### src/rtl/alu_sequencer.sv
// Command sequencer for an external combinational 8-bit ALU.
// It owns ACC, CF and a small register file, accepts one instruction per handshake,
// and returns the result on a valid/ready response channel.
module alu_sequencer #(
    parameter int unsigned WIDTH  = 8,
    parameter int unsigned NREGS  = 4,
    parameter int unsigned REG_AW = 2
) (
    input  logic              clk,
    input  logic              rst_n,
    input  logic              cmd_valid,
    output logic              cmd_ready,
    input  logic [3:0]        cmd_opcode,
    input  logic              cmd_imm_en,
    input  logic [REG_AW-1:0] cmd_reg,
    input  logic [WIDTH-1:0]  cmd_imm,
    output logic              rsp_valid,
    input  logic              rsp_ready,
    output logic [WIDTH-1:0]  rsp_data,
    output logic              rsp_carry,
    output logic              rsp_err,
    output logic [WIDTH-1:0]  alu_opA,
    output logic [WIDTH-1:0]  alu_opB,
    output logic [3:0]        alu_opcode,
    output logic              alu_cin,
    input  logic [WIDTH-1:0]  alu_result,
    input  logic              alu_cout,
    output logic [WIDTH-1:0]  acc_out,
    output logic              busy
);

    localparam logic [3:0] OpAdd   = 4'h0;
    localparam logic [3:0] OpSub   = 4'h1;
    localparam logic [3:0] OpLsh   = 4'h2;
    localparam logic [3:0] OpRsh   = 4'h3;
    localparam logic [3:0] OpXor   = 4'h4;
    localparam logic [3:0] OpCmp   = 4'h5;
    localparam logic [3:0] OpAnd   = 4'h6;
    localparam logic [3:0] OpNand  = 4'h7;
    localparam logic [3:0] OpOr    = 4'h8;
    localparam logic [3:0] OpNor   = 4'h9;
    localparam logic [3:0] OpCpy   = 4'hA;
    localparam logic [3:0] OpStore = 4'hB;
    localparam logic [3:0] OpClrc  = 4'hC;
    localparam logic [3:0] OpSetc  = 4'hD;

    typedef enum logic [1:0] {StIdle, StExec, StResp} state_e;

    state_e             state_q;
    logic [WIDTH-1:0]   acc_q;
    logic               cf_q;
    logic [WIDTH-1:0]   regs_q [NREGS];
    logic [3:0]         op_q;
    logic [WIDTH-1:0]   opb_q;
    logic [REG_AW-1:0]  reg_q;
    logic [WIDTH-1:0]   rsp_data_q;
    logic               rsp_carry_q;
    logic               rsp_err_q;

    // Handshake and status outputs decode directly from the registered state.
    always_comb begin
        cmd_ready = (state_q == StIdle);
        rsp_valid = (state_q == StResp);
        busy      = (state_q != StIdle);
        acc_out   = acc_q;
        rsp_data  = rsp_data_q;
        rsp_carry = rsp_carry_q;
        rsp_err   = rsp_err_q;
    end

    // ALU operands are only driven during EXEC; non-ALU commands issue opcode 0.
    always_comb begin
        alu_opA    = '0;
        alu_opB    = '0;
        alu_opcode = '0;
        alu_cin    = 1'b0;
        if (state_q == StExec) begin
            alu_opA    = acc_q;
            alu_opB    = opb_q;
            alu_opcode = (op_q <= OpCpy) ? op_q : 4'h0;
            alu_cin    = cf_q;
        end
    end

    // FSM plus all architectural state; compare flags travel out through rsp_data.
    always_ff @(posedge clk or negedge rst_n) begin
        if (!rst_n) begin
            state_q     <= StIdle;
            acc_q       <= '0;
            cf_q        <= 1'b0;
            op_q        <= '0;
            opb_q       <= '0;
            reg_q       <= '0;
            rsp_data_q  <= '0;
            rsp_carry_q <= 1'b0;
            rsp_err_q   <= 1'b0;
            for (int i = 0; i < NREGS; i++) regs_q[i] <= '0;
        end else begin
            unique case (state_q)
                StIdle: begin
                    if (cmd_valid) begin
                        op_q    <= cmd_opcode;
                        opb_q   <= cmd_imm_en ? cmd_imm : regs_q[cmd_reg];
                        reg_q   <= cmd_reg;
                        state_q <= StExec;
                    end
                end
                StExec: begin
                    rsp_err_q   <= 1'b0;
                    rsp_data_q  <= acc_q;
                    rsp_carry_q <= cf_q;
                    state_q     <= StResp;
                    case (op_q)
                        OpAdd, OpSub, OpLsh, OpRsh: begin
                            acc_q       <= alu_result;
                            cf_q        <= alu_cout;
                            rsp_data_q  <= alu_result;
                            rsp_carry_q <= alu_cout;
                        end
                        OpXor, OpAnd, OpNand, OpOr, OpNor, OpCpy: begin
                            acc_q      <= alu_result;
                            rsp_data_q <= alu_result;
                        end
                        OpCmp:   rsp_data_q <= alu_result;
                        OpStore: regs_q[reg_q] <= acc_q;
                        OpClrc: begin
                            cf_q        <= 1'b0;
                            rsp_carry_q <= 1'b0;
                        end
                        OpSetc: begin
                            cf_q        <= 1'b1;
                            rsp_carry_q <= 1'b1;
                        end
                        default: rsp_err_q <= 1'b1;
                    endcase
                end
                StResp: begin
                    if (rsp_ready) state_q <= StIdle;
                end
                default: state_q <= StIdle;
            endcase
        end
    end

endmodule

### config.mk
export PLATFORM = sky130hd
export DESIGN_NAME = alu_sequencer
export DESIGN_NICKNAME = d
export VERILOG_FILES = /design/src/rtl/alu_sequencer.sv
export SDC_FILE = /design/constraint.sdc
export NUM_CORES = 1
export LEC_CHECK = 0
export ABC_AREA = 1
export CORE_ASPECT_RATIO = 1.75
export CORE_MARGIN = 2
export CORE_UTILIZATION = 60
export CTS_CLUSTER_SIZE = 40
export DETAILED_ROUTE_END_ITERATION = 8
export DONT_BUFFER_PORTS = 1
export PLACE_DENSITY = 0.78
export SYNTH_ARGS = -nofsm -noshare
export SYNTH_HDL_FRONTEND = slang
export SYNTH_SLANG_ARGS = --single-unit
### constraint.sdc
create_clock -name clk -period 1.6 [get_ports clk]
set_input_delay 0 -clock clk [delete_from_list [all_inputs] [get_ports clk]]
set_output_delay 0 -clock clk [all_outputs]
set_load 0.05 [all_outputs]
==> results of run 1 <==
==> worst max-delay path, cell delays in order, from the launching register on <==
cell	delay [ns]
dfrtp_1	0.40
inv_1	0.08
nand2_2	0.14
buf_6	0.21
nor3_2	0.22
buf_6	0.20
==> flip-flops by register name, summed over array words and instances (netlist names) <==
name,cells
opb_q,8
regs_q,32
rsp_err,1
op_q,4
rsp_carry,1
state_q,2
reg_q,2
rsp_data,8
acc_out,8
==> power by group <==
part	internal, uW	switching [uW]	total [uW]
registers	2280	1190	3470
logic	1040	2200	3230
clock network	564	669	1230
==> cell type report <==
cell class	count	share of cell area, %
clock buffers	10	3.13
repair buffers	70	15.6
multi-input cells	327	34.1
clock inverters	6	1.04
inverters	41	3.77
flip-flops and latches	66	40.7
well taps	55	1.69
==> kinds of logic after synthesis <==
| group | after synthesis | share of synthesized area, % |
|---|---|---|
| buf+inv | 56 | 7.09 |
| compound gates | 18 | 2.78 |
| simple gates | 309 | 39.2 |
| flops | 66 | 50.9 |
==> metrics by stage <==
step	utilization [%]	area, sq um	setup TNS, ns
global route	77.6	4080	-0.206
floorplan	-	3250	-2.72
detailed placement	67.1	3530	0
CTS	76.7	4030	0
finish	77.6	4080	0
global placement	67.1	3530	0
==> synthesized netlist by cell type (all sizes together) <==
cell | instances | area (sq um)
nand2 | 210 | 801
dfrtp | 66 | 1650
nand3 | 51 | 255
nor2 | 43 | 180
inv | 38 | 143
o21ai | 18 | 90.1
clkbuf | 9 | 33.8
buf | 6 | 42.5
nor3 | 4 | 31.3
clkinv | 3 | 11.3
nand4 | 1 | 6.26
==> what timing repair did <==
| item | 4_1_cts | 5_1_grt |
|---|---|---|
| setup buffers | 1 | 3 |
| hold endpoints to repair | 98 | 0 |
| hold buffers | 28 | 0 |
| setup endpoints to repair | 13 | 8 |
| resized for setup | 10 | 8 |
==> routing by layer <==
metal | wire [um] | up-vias | part of all wire [%]
li1 | - | 1507 | -
met5 | 0 | - | 0
met1 | 3200 | 1484 | 36
met4 | 453 | 0 | 5.1
met3 | 437 | 33 | 4.9
met2 | 4760 | 140 | 54
==> path summary, 6_finish.rpt <==
check | slack, ns | cells past startpoint | from | to
min reg2reg | 0.48 | 2 | regs_q[21] | regs_q[21]
min in group asynchronous | 0.16 | 2 | rst_n | regs_q[28]
max in group asynchronous | 1.13 | 2 | rst_n | acc_out[7]
min | 0.02 | 5 | cmd_reg[1] | opb_q[4]
max | 0.009 | 5 | state_q[1] | alu_opcode[3]
max reg2reg | 0.06 | 5 | state_q[0] | reg_q[1]
==> flow_summary.toml, run 1 <==
[place]
pre_cts_ws_ns = 0.142
portBuffers = 0
dp_cells = 527
gp_congestion = 0.811
dp_hpwl_mm = 5.54

[sta]
worst_slew_pin_slew_ns = 0.528
min_period_ns = 1.59
holdWs_ns = 0.0206
drv_slew = 0
maxSlewHeadroom_pct = 64.6
setup_slack_ns = 0.00856
fmax_mhz = 628
rsz0062_at_grt = "yes"
setup-violations-final = 0
hold_violations = 0
period_share_pct = 99.5
clock_skew_ns = 0.0102

[clock_network]
clk_pin_slew_ns = 0.07
cts_tree = "yes"
cts_max_path_buffers = 2
worstSkewPairLatency_ns = 0.35
root_buffer = "clkbuf_8"
cts_max_level = 3
cts.sinks = 66
numCtsBuffers = 9

[status]
status = "finished, final reports clean"

[synthesis]
yosysSeqAreaShare_pct = 50.9
synth_fp_nets = 477
yosys_warnings = 0
syn_area_sq_um = 3250
syn_inst = 449
ys_ff_latch = 66
avgSynthCellArea_sq_um = 7.23
ys_types = 18

[floorplan]
core_sq_um = 5260
die_x_um = 59.6
die_area_sq_um = 6040
start_util_pct = 61.8
die_y_um = 101
io-pin-count = 70
fp-row-count = 35

[detailed_routing]
vias = 3164
ant_nets = 0
wire_per_inst_um = 15.4
route.detailed.drc = 0
wl_mm = 8.85
vias_per_cell = 5.50
drt_iter0_drc = 182
firstDrtPassIters = 5

[final_layout]
layout.nets = 543
antenna_cells = 0
layout.cells.non_filler = 575
ff_latch_area_sq_um = 1660
mostFrequentLayoutCell = "nand2_1"
multi_input_area_sq_um = 1390
layout_common_cells = "203 x nand2_1, 60 x dfrtp_1, 51 x nand3_1"
drive_gt1_share_pct = 15.4
area_growth_pct = 25.6
fillers = 373

[grt]
grt_pass1_vias = 3099
use_met1_pct = 35.5
antenna_found_initial = 0
grt.busiest_layer = "met2"
grt-ovfl-total = 0
grt_max_degree = 67
grt_util_met3_pct = 4.60
grtUsageMet2_pct = 54.4
grt_pass1_wl_mm = 14.2
grt.total_usage_pct = 31.5

[min_path]
hold_class = "primary input to flop"

[critical_path]
worstPathRequired_ns = 1.60
cp_max_fo = 19
crit_arrival_ns = 1.59
crit_path_start_kind = "flop"
critical_path_class = "flop to output pin"
end_kind = "output pin"

[pwr]
finalPower_uw = 7930
p_leak_uw = 0.00222
ir_drop_mv = 1.50
power_density_nw_per_um2 = 1950

[flow_run]
max_cap_viol_count = 0
Note: power is estimated with default switching activity, not from simulation.
==> run 2, diff against run 1 <==
clock period = 1.8 ns   (was 1.6 ns; I/O delays follow)
==> run 2 against run 1 <==
Final area down 1.8%. Sequential share of layout area up 0.56 points. Via count shrank 4.2%. Wire length is 7.2% lower. Critical path depth rose by 2. Count of clock-buffer cells in the layout increased by 4. Clock skew fell by 0.0045 ns. Largest cell class unchanged.
==> flow_summary.toml, run 2 (synthesis results as in run 1) <==
[floorplan]
core_sq_um = 5260
io-pin-count = 70
die_area_sq_um = 6040
die_y_um = 101
fp-row-count = 35
start_util_pct = 61.8
die_x_um = 59.6

[sta]
maxSlewHeadroom_pct = 55.2
setup_slack_ns = 0.130
min_period_ns = 1.67
hold_violations = 0
worst_slew_pin_slew_ns = 0.671
drv_slew = 0
setup-violations-final = 0
period_share_pct = 92.8
fmax_mhz = 599
clock_skew_ns = 0.00567
fin_tns_setup_ns = 0

[critical_path]
crit_arrival_ns = 1.93
crit_path_start_kind = "flop"
worstPathRequired_ns = 2.07
critical_path_class = "flop to flop"
cpPeakStageDelay_ns = 0.56
cp_max_fo = 21
crit_top_cell = "nand2_1"
crit_chain = "nor2_2, nand2_1, buf_4, nor2_1, nand2_1, dlygate4sd3_1, nand2_1"
crit_slowest_cell = "dlygate4sd3_1"
end_kind = "flop"

[detailed_routing]
ant_nets = 0
vias = 3031
firstDrtPassIters = 4
vias_per_cell = 5.34
drt_iter0_drc = 139
route.detailed.drc = 0
wire_per_inst_um = 14.5
wl_mm = 8.21

[grt]
grt.busiest_layer = "met2"
grt.total_usage_pct = 29.7
antenna_found_initial = 0
grtUsageMet2_pct = 52.2
grt_pass1_wl_mm = 13.6
grt_util_met3_pct = 4.47
grt_pass1_vias = 2978
grt-ovfl-total = 0
use_met1_pct = 35.6
grt_max_degree = 67

[clock_network]
clk_pin_slew_ns = 0.07
post-cts-setup-buffers = 0
numCtsBuffers = 9
cts_tree = "yes"
root_buffer = "clkbuf_8"
cts.sinks = 66
cts_max_path_buffers = 2
worstSkewPairLatency_ns = 0.32
cts_max_level = 3

[pwr]
ir_drop_mv = 1.24
finalPower_uw = 6950
p_leak_uw = 0.00220
power_density_nw_per_um2 = 1740

[final_layout]
antenna_cells = 0
layout_common_cells = "204 x nand2_1, 66 x dfrtp_1, 51 x nand3_1"
mostFrequentLayoutCell = "nand2_1"
top_register = "regs_q"
layout.nets = 536
drive_gt1_share_pct = 12.1
finish.utilization_pct = 76.2
area_growth_pct = 23.4
largest_reg_flops = 32

[place]
dp_hpwl_mm = 5.54
portBuffers = 0
pre_cts_ws_ns = 0.288
gp_congestion = 0.852

[min_path]
hold_class = "primary input to flop"

[status]
status = "finished, final reports clean"

[flow_run]
max_cap_viol_count = 0
==> run 2: path summary, 6_finish.rpt <==
path | slack, ns | start | endpoint | cells after the start
setup / recovery | 0.13 | state_q[0] | opb_q[3] | 7
hold / removal | 0.02 | cmd_reg[1] | opb_q[1] | 5
setup reg to reg | 0.13 | state_q[0] | opb_q[3] | 7
hold reg to reg | 0.48 | regs_q[31] | regs_q[31] | 2
max in group asynchronous | 1.29 | rst_n | regs_q[22] | 2
min in group asynchronous | 0.21 | rst_n | regs_q[6] | 2
==> run 2: per-layer routing <==
| layer | vias up | routed length (um) |
|---|---|---|
| li1 | 1504 | - |
| met3 | 13 | 399 |
| met2 | 95 | 4510 |
| met5 | - | 0 |
| met4 | 0 | 175 |
| met1 | 1419 | 3130 |
==> run 2: what timing repair did <==
item,CTS,global route
endpoints found under the hold margin,96,0
setup endpoints to repair,0,5
resized for setup,0,2
hold buffers,27,0
==> run 2: layout make-up <==
type,count,area [sq um]
clock inverters,2,35.0
multi-input cells,327,1370
repair buffers,63,558
clock buffers,14,163
inverters,41,154
fillers,386,1250
well taps,55,68.8
flip-flops and latches,66,1650
==> run 2: power by group <==
part	total [uW]	switching, uW	internal (uW)
registers	3070	1060	2010
logic	2650	1830	824
clock network	1230	514	716
total	6950	3400	3550
==> run 2: stage by stage <==
step / instances / cell area [sq um] / hold slack, ns
2_1_floorplan: 449 / 3250 / -0.296
3_3_place_gp: 525 / 3510 / -0.294
3_5_place_dp: 525 / 3510 / -0.294
4_1_cts: 568 / 4000 / 0.0112
5_1_grt: 568 / 4000 / 0.0610
6_report: 568 / 4000 / 0.0236
==> run 2: critical path, delay by kind of cell, from the launching register on <==
| kind | cells | cell delay (ns) |
|---|---|---|
| buffers and inverters | 2 | 0.76 |
| flip-flops | 1 | 0.43 |
| AND/OR/NAND/NOR | 5 | 0.42 |
==> run 3, diff against run 2 <==
CORE_UTILIZATION = 55   (was 60)
PLACE_DENSITY = 0.72   (was 0.78)
==> run 3 against run 2 <==
Core utilization decreased by 4.6 points. Cell count is 5.1% higher. Total power is 5.3% higher. Final area is 3.4% higher. Sequential share of layout area down 1.4 points. Global-route usage decreased by 2.0 points. Setup slack improved by 0.011 ns. Register-to-register slack barely moved. Largest power group unchanged. Highest routed layer unchanged.
==> flow_summary.toml, run 3 (synthesis results as in run 1) <==
[status]
status = "finished, final reports clean"

[flow_run]
max_cap_viol_count = 0

[detailed_routing]
vias = 3057
ant_nets = 0
wl_mm = 8.09
drt_iter0_drc = 278
vias_per_cell = 5.12
route.detailed.drc = 0
firstDrtPassIters = 7
wire_per_inst_um = 13.6

[grt]
grt-ovfl-total = 0
grt.busiest_layer = "met2"
antenna_found_initial = 0
grt_max_degree = 67
grt_pass1_vias = 2892
grt_pass1_wl_mm = 13.4
use_met1_pct = 35.0
grt_util_met3_pct = 6.50
grtUsageMet2_pct = 42.6
grt.total_usage_pct = 27.6

[min_path]
hold_depth = 5
hold_class = "primary input to flop"

[clock_network]
cts.sinks = 66
cts_tree = "yes"
numCtsBuffers = 9
clk_pin_slew_ns = 0.07
post-cts-setup-buffers = 0
root_buffer = "clkbuf_8"
cts_max_level = 3
cts_max_path_buffers = 2
worstSkewPairLatency_ns = 0.35

[sta]
drv_slew = 0
fmax_mhz = 603
fin_tns_setup_ns = 0
rsz0062_at_grt = "no"
maxSlewHeadroom_pct = 55.2
hold_violations = 0
clock_skew_ns = 0.00416
setup-violations-final = 0
setup_slack_ns = 0.141
worst_slew_pin_slew_ns = 0.672
period_share_pct = 92.2
min_period_ns = 1.66

[floorplan]
die_area_sq_um = 6560
io-pin-count = 70
die_y_um = 106
die_x_um = 62.1
fp-row-count = 37
core_sq_um = 5790
start_util_pct = 56.1

[pwr]
power_density_nw_per_um2 = 1770
p_leak_uw = 0.00225
ir_drop_mv = 1.22

[final_layout]
top_register = "regs_q"
stdcell_area_sq_um = 4140
antenna_cells = 0
mostFrequentLayoutCell = "nand2_1"
ff_latch_area_sq_um = 1650
drive_gt1_share_pct = 12.9
layout.nets = 542
fillers = 474
multi_input_area_sq_um = 1370
layout_common_cells = "204 x nand2_1, 66 x dfrtp_1, 51 x nand3_1"
area_growth_pct = 27.6
largest_reg_flops = 32

[place]
gp_congestion = 0.800
placed_area_sq_um = 3560
dp_hpwl_mm = 5.33
pre_cts_ws_ns = 0.323
portBuffers = 0

[critical_path]
r2r_cells = 7
cp_max_fo = 6
worstPathRequired_ns = 1.80
crit_arrival_ns = 1.66
critical_path_class = "flop to output pin"
end_kind = "output pin"
crit_path_start_kind = "flop"
[run 3: changes by cell type in the layout (fill, tap and decap cells not counted)]
| cell | delta |
|---|---|
| buf_4 | +2 |
| bufinv_16 | +2 |
| clkbuf_1 | -3 |
| dlygate4sd3_1 | +4 |
| clkinv_2 | +1 |
[run 3: layout make-up]
cell class                      instances  area share (%)
Clock buffer                           11            3.66
Clock inverter                          5            2.42
Inverter                               41            3.72
Multi-Input combinational cell        327            33.2
Sequential cell                        66            39.9
Tap cell                               78            2.36
Timing Repair Buffer                   69            14.8
[run 3: final timing paths]
| kind | slack (ns) | start | endpoint |
|---|---|---|---|
| max | 0.14 | acc_out[5] | alu_opA[5] |
| min | 0.01 | cmd_reg[1] | opb_q[1] |
| max reg2reg | 0.14 | state_q[0] | opb_q[7] |
| min reg2reg | 0.47 | regs_q[10] | regs_q[10] |
| max in group asynchronous | 1.35 | rst_n | opb_q[5] |
| min in group asynchronous | 0.19 | rst_n | regs_q[16] |
[run 3: timing repair]
action | 4_1_cts | 5_1_grt
hold endpoints to repair | 97 | 0
resized for setup | 0 | 2
setup endpoints to repair | 0 | 2
hold buffers | 31 | 0
[run 3: power breakdown]
group          switching [uW]  total, uW  internal, uW  leakage (uW)
clock network             556       1550           990      0.000129
registers                 987       3000          2010      0.000864
logic                    1910       2780           867       0.00126
total                    3450       7320          3870       0.00225
[run 3: through the flow]
stage / hold slack [ns] / total power, uW / util [%] / instances
final: 0.0116 / 7320 / 71.6 / 597
after global placement: -0.294 / 5580 / 61.5 / 550
after global routing: 0.0393 / 7750 / 71.6 / 597
after floorplan: -0.296 / 4820 / - / 449
after CTS: 0.00321 / 7320 / 71.5 / 597
after detailed placement: -0.294 / 5640 / 61.5 / 550
[run 3: layer usage]
metal / up-vias / routed length, um
met3: 20 / 449
met5: - / 0
li1: 1510 / -
met2: 102 / 4140
met1: 1425 / 3180
met4: 0 / 320
[run 3: worst max-delay path, stage by stage (launching register included)]
cell and delay [ns]:
dfrtp_1 0.74, inv_1 0.17, nor2_1 0.18, buf_4 0.22
